$ cat src/rtl/mem_arb_pkg.sv
`default_nettype none
// ----------------------------------------------------------------------------
// mem_arb_pkg : shared types and default widths for the burst arbiter
// Revision    : 1.0
// ----------------------------------------------------------------------------
package mem_arb_pkg;

  localparam int ADDR_W = 7;
  localparam int DATA_W = 32;
  localparam int LEN_W  = 7;

  typedef enum logic [1:0] {
    IDLE     = 2'd0,
    RD_BURST = 2'd1,
    WR_BURST = 2'd2
  } state_t;

  typedef enum logic {
    READ  = 1'b0,
    WRITE = 1'b1
  } owner_t;

endpackage
`default_nettype wire

$ cat src/rtl/burst_counter.sv
`default_nettype none
// ----------------------------------------------------------------------------
// burst_counter : walks a burst's word addresses (wrapping) and flags the last
// Revision      : 1.0
// ----------------------------------------------------------------------------
module burst_counter #(
  parameter int ADDR_W = 7,
  parameter int LEN_W  = 7
) (
  input  logic              clk,
  input  logic              rst,
  input  logic              load,
  input  logic              step,
  input  logic [ADDR_W-1:0] start_addr,
  input  logic [LEN_W-1:0]  len,
  output logic [ADDR_W-1:0] addr,
  output logic              last
);

  logic [ADDR_W-1:0] r_addr;
  logic [LEN_W-1:0]  r_remaining;

  always_ff @(posedge clk) begin
    if (!rst) begin
      r_addr      <= '0;
      r_remaining <= '0;
    end else if (load) begin
      r_addr      <= start_addr;
      // a zero length still moves one word
      r_remaining <= (len == '0) ? LEN_W'(1) : len;
    end else if (step) begin
      r_addr      <= r_addr + ADDR_W'(1);
      r_remaining <= r_remaining - LEN_W'(1);
    end
  end

  assign addr = r_addr;
  assign last = (r_remaining == LEN_W'(1));

endmodule
`default_nettype wire

$ cat src/rtl/mem_burst_arbiter.sv
`default_nettype none
// ----------------------------------------------------------------------------
// mem_burst_arbiter : round-robin burst arbiter for a shared single-port memory
// Option MEM_ARB_RD_REG_EN registers the read return path.   Revision : 1.0
// ----------------------------------------------------------------------------
module mem_burst_arbiter #(
  parameter int ADDR_W = mem_arb_pkg::ADDR_W,
  parameter int DATA_W = mem_arb_pkg::DATA_W,
  parameter int LEN_W  = mem_arb_pkg::LEN_W
) (
  input  logic              clk,
  input  logic              rst,
  input  logic              r_req,
  input  logic [ADDR_W-1:0] r_addr,
  input  logic [LEN_W-1:0]  r_len,
  output logic              r_gnt,
  output logic              r_valid,
  output logic [DATA_W-1:0] r_data,
  output logic              r_done,
  input  logic              w_req,
  input  logic [ADDR_W-1:0] w_addr,
  input  logic [LEN_W-1:0]  w_len,
  output logic              w_gnt,
  input  logic [DATA_W-1:0] w_data,
  output logic              w_ready,
  output logic              w_done,
  output logic [ADDR_W-1:0] mem_address,
  output logic              mem_wr,
  output logic [DATA_W-1:0] mem_wrData,
  input  logic [DATA_W-1:0] mem_rdData
);

  import mem_arb_pkg::*;

  state_t            r_state, w_next_state;
  owner_t            r_last_owner, w_next_owner;
  logic              w_load, w_step, w_last, w_grant_ok;
  logic [ADDR_W-1:0] w_ld_addr, w_cur_addr;
  logic [LEN_W-1:0]  w_ld_len;
  logic              w_rd_valid, w_rd_done;

  burst_counter #(
    .ADDR_W (ADDR_W),
    .LEN_W  (LEN_W)
  ) u_counter (
    .clk        (clk),
    .rst        (rst),
    .load       (w_load),
    .step       (w_step),
    .start_addr (w_ld_addr),
    .len        (w_ld_len),
    .addr       (w_cur_addr),
    .last       (w_last)
  );

  always_ff @(posedge clk) begin
    if (!rst) begin
      r_state      <= IDLE;
      r_last_owner <= WRITE;
    end else begin
      r_state      <= w_next_state;
      r_last_owner <= w_next_owner;
    end
  end

  // every output is forced low while reset is held, so a burst cut by reset
  // cannot write its current word
  always_comb begin
    w_next_state = r_state;
    w_next_owner = r_last_owner;
    w_load       = 1'b0;
    w_step       = 1'b0;
    w_ld_addr    = r_addr;
    w_ld_len     = r_len;
    r_gnt        = 1'b0;
    w_gnt        = 1'b0;
    w_ready      = 1'b0;
    w_done       = 1'b0;
    mem_address  = '0;
    mem_wr       = 1'b0;
    mem_wrData   = '0;
    w_rd_valid   = 1'b0;
    w_rd_done    = 1'b0;
    if (rst) begin
      case (r_state)
        IDLE: begin
          if (w_grant_ok) begin
            if (r_req && (!w_req || r_last_owner == WRITE)) begin
              r_gnt        = 1'b1;
              w_load       = 1'b1;
              w_next_state = RD_BURST;
              w_next_owner = READ;
            end else if (w_req) begin
              w_gnt        = 1'b1;
              w_load       = 1'b1;
              w_ld_addr    = w_addr;
              w_ld_len     = w_len;
              w_next_state = WR_BURST;
              w_next_owner = WRITE;
            end
          end
        end
        RD_BURST: begin
          mem_address = w_cur_addr;
          w_rd_valid  = 1'b1;
          w_step      = 1'b1;
          if (w_last) begin
            w_rd_done    = 1'b1;
            w_next_state = IDLE;
          end
        end
        WR_BURST: begin
          mem_address = w_cur_addr;
          mem_wr      = 1'b1;
          mem_wrData  = w_data;
          w_ready     = 1'b1;
          w_step      = 1'b1;
          if (w_last) begin
            w_done       = 1'b1;
            w_next_state = IDLE;
          end
        end
        default: w_next_state = IDLE;
      endcase
    end
  end

`ifdef MEM_ARB_RD_REG_EN
  logic              r_rd_valid_q, r_rd_done_q;
  logic [DATA_W-1:0] r_rd_data_q;

  always_ff @(posedge clk) begin
    if (!rst) begin
      r_rd_valid_q <= 1'b0;
      r_rd_done_q  <= 1'b0;
      r_rd_data_q  <= '0;
    end else begin
      r_rd_valid_q <= w_rd_valid;
      r_rd_done_q  <= w_rd_done;
      r_rd_data_q  <= w_rd_valid ? mem_rdData : '0;
    end
  end

  assign r_valid    = r_rd_valid_q & rst;
  assign r_done     = r_rd_done_q & rst;
  assign r_data     = rst ? r_rd_data_q : '0;
  // hold off the next grant until the trailing read word has left
  assign w_grant_ok = ~r_rd_valid_q;
`else
  assign r_valid    = w_rd_valid;
  assign r_done     = w_rd_done;
  assign r_data     = w_rd_valid ? mem_rdData : '0;
  assign w_grant_ok = 1'b1;
`endif

endmodule
`default_nettype wire

$ cat config.mk
export PLATFORM = sky130hd
export DESIGN_NAME = mem_burst_arbiter
export DESIGN_NICKNAME = d
export VERILOG_FILES = /design/src/rtl/mem_arb_pkg.sv /design/src/rtl/burst_counter.sv /design/src/rtl/mem_burst_arbiter.sv
export SDC_FILE = /design/constraint.sdc
export NUM_CORES = 1
export LEC_CHECK = 0
export ABC_AREA = 1
export BUFFER_PORTS_ARGS = -buffer_cell sky130_fd_sc_hd__buf_2
export CAP_MARGIN = 20
export CORE_ASPECT_RATIO = 0.8
export CORE_MARGIN = 2
export CORE_UTILIZATION = 38
export DETAILED_ROUTE_END_ITERATION = 7
export PLACE_DENSITY = 0.81
export SETUP_SLACK_MARGIN = 0.3
export SLEW_MARGIN = 20
export SYNTH_ARGS = -nofsm -noshare
export SYNTH_HDL_FRONTEND = slang
export SYNTH_HIERARCHICAL = 1
export SYNTH_SLANG_ARGS = --single-unit
$ cat constraint.sdc
create_clock -name clk -period 2 [get_ports clk]
set_input_delay 0 -clock clk [delete_from_list [all_inputs] [get_ports clk]]
set_output_delay 0 -clock clk [all_outputs]
set_load 0.02 [all_outputs]
==> flow_summary_export.csv <==
group,metric,value,unit
outcome,status,"complete, no violations",
global_routing,use_met3,3.47,%
floorplanning,die_w,82.9,µm
global_routing,grt.overflow.total,0,
clocking,clkTransAtPathRegs,0.07,ns
global_routing,track_usage,21.6,%
critical_path,endpoint_kind,"flip-flop",
logic_synthesis,async_reset_ff_share,0,%
timing,rsz0062_at_grt,"true",
cells_and_area,antenna_cells,0,
global_routing,met1_usage,26.1,%
placed_design,gp_congestion,0.890,
hold_path,hp-class,"input port to flip-flop",
logic_synthesis,ys_seq_area_share,18.0,%
timing,period_needed,1.64,ns
logic_synthesis,synth-edff-count,0,
cells_and_area,fill_cells,453,
logic_synthesis,synthFlopType,"dfxtp_1",
global_routing,grt_pass1_vias,2265,
placed_design,dp.final_hpwl,5.18,mm
timing,setup_violations,0,
logic_synthesis,synthesis.area,0.00189,mm²
critical_path,cp-start-kind,"flip-flop",
pwr,ir_worst_vdd,319,µV
logic_synthesis,synth_area_leader_cell,"inv_1",
clocking,htreeDepth,1,
logic_synthesis,syn_area_per_cell,5.12,µm²
route,drt-total-wl,6.83,mm
logic_synthesis,ys_seq_elements,17,
critical_path,crit_type,"flip-flop to flip-flop",
clocking,postCtsHoldBufs,0,
route,wire_per_inst,11.1,µm
clocking,cts_sinks,17,
hold_path,whs_path_depth,4,
logic_synthesis,synth_cell_types,24,
route,drc,0,
placed_design,io_buffer_count,173,
logic_synthesis,synth_area_leaders,"inv_1 19%, dfxtp_1 18%, nand2_1 18%, nor2_1 18%, nand3_1 5.0%",
critical_path,crit_arrival,1.79,ns
clocking,worstSkewPairLatency,0.26,ns
timing,max_freq,608,MHz
clocking,clock_path_buffers,2,
pwr,power_leakage,2.11,nW
floorplanning,ios,174,
route,antenna_left,0,
clocking,cts_tree,"built",
flow_run,cap_viol_max_count,0,
route,routed_via_density,4.48,
pwr,p_total,1.82,mW
cells_and_area,area.sequential,343,µm²
timing,final.setup.tns,0,ns
route,drtPass1Iterations,5,
floorplanning,rows,22,
critical_path,r2r_slack,0.36,ns
global_routing,use_met2,40.0,%
cells_and_area,fin_nets,658,
global_routing,grt_start_max_net_pins,35,
cells_and_area,layout-drive-gt1-share,39.8,%
logic_synthesis,synth.net_count,471,
floorplanning,fp.dieH,67.1,µm
logic_synthesis,synth_top_area_share,19.3,%
clocking,root_buffer,"clkbuf_8",
logic_synthesis,yosys-top-cells-count,"97 x inv_1, 89 x nand2_1, 89 x nor2_1",
timing,tightest_slew,0.329,ns
critical_path,path_max_fanout,6,
floorplanning,core,0.00468,mm²
timing,min_period_over_period,82.2,%
cells_and_area,multi_input_area,0.00113,mm²
pwr,p_per_area,599,mW/mm²
clocking,cts_made_buffers,3,
route,num_vias,2754,
logic_synthesis,yosysMostFrequentCell,"inv_1",
global_routing,grt_antenna_before_repair,0,
timing,fin_skew,0.00426,ns
critical_path,worstPathRequired,2.14,ns
timing,report.final.slew_viol_count,0,
cells_and_area,area_growth,60.9,%
global_routing,busiest_layer,"met2",
logic_synthesis,yosysWarnings,6,
route,drtIter0Drc,122,
timing,hold_viol,0,
critical_path,rr_worst_depth,11,
timing,maxSlewHeadroom,78.0,%
global_routing,grt_pass1_wl,10.0,mm
logic_synthesis,syn_inst,369,
floorplanning,die_area,0.00556,mm²
floorplanning,initial_core_util,40.4,%
-- flip-flops by register name, indices dropped and copies added, names as in the netlist --
register	count
r_last_owner	1
u_counter/r_remaining	7
r_state	2
u_counter/addr	7
-- layout make-up --
| class | instances | share of cell area, % |
|---|---|---|
| tap | 60 | 2.47 |
| multi-input combinational | 239 | 37.1 |
| timing repair buffer | 193 | 34.6 |
| sequential | 17 | 11.3 |
| clock buffer | 4 | 1.48 |
| inverter | 102 | 13.2 |
-- path summary, 6_finish.rpt --
path                                   start                 to
worst max-delay path              r_state[1]  u_counter/addr[3]
worst min-delay path                   r_req       r_last_owner
worst max register to register    r_state[1]  u_counter/addr[3]
worst min register to register  r_last_owner       r_last_owner
-- critical path, cell delays in order (launching register included) --
cell	delay (ns)
dfxtp_2	0.33
inv_2	0.08
ha_4	0.15
nand2_2	0.05
inv_2	0.08
buf_4	0.12
nand3_2	0.14
buf_4	0.19
nand2_1	0.05
nand2_1	0.07
a22oi_1	0.19
a21oi_1	0.08
-- layer usage --
metal	part of all wire (%)	vias to the layer above	routed length, µm
met5	0	-	0
met4	1.4	0	95
met3	7.7	10	529
met2	49	126	3380
met1	41	1171	2830
li1	-	1447	-
-- cells in the final DEF (no fill, tap or decap) --
master	count
buf_2	173
inv_1	95
nor2_1	87
nand2_1	81
nand3_1	19
buf_4	15
dfxtp_1	15
a21oi_1	12
nand2_2	8
a22oi_1	7
ha_1	5
o21ai_0	5
inv_2	3
clkbuf_8	3
nand2_4	2
nand3_2	2
dfxtp_2	2
buf_6	2
buf_8	2
inv_4	2
nand4_1	2
nor2_2	2
nand3_4	1
clkinv_8	1
ha_4	1
clkbuf_1	1
o21bai_1	1
nor2_4	1
clkinv_1	1
xor2_1	1
o211ai_1	1
a31oi_1	1
buf_12	1
-- metrics by stage --
stage                     cells  instance area [µm²]  hold slack (ns)  setup slack, ns  utilization, %
after floorplan             369                 1890           0.0976            0.449               -
after global placement      594                 2780            0.307            0.329            59.4
after detailed placement    594                 2780            0.311            0.270            59.4
after CTS                   599                 2830           0.0905            0.306            60.6
after global routing        615                 3040            0.135            0.277            65.0
final                       615                 3040            0.110            0.355            65.0
-- cell families after synthesis --
family	synth area share, %
AO/OA/AOI/OAI	8.41
XOR/XNOR	0.463
adder cells (fa/ha/maj)	3.97
buffers and inverters	24.9
flip-flops	18.0
AND/OR/NAND/NOR	44.3
-- what timing repair did --
item                       in CTS  in global routing
setup buffers                   1                 15
setup endpoints to repair       1                 14
pin swaps                       1                 10
gates resized for setup         1                 28
cloned                          0                  1
-- report_power, final --
part | internal (mW) | switching, mW | total (mW)
combinational | 0.440 | 0.642 | 1.08
clock | 0.142 | 0.130 | 0.272
sequential | 0.403 | 0.0654 | 0.469
No activity file was read; power rests on OpenSTA's default activity.
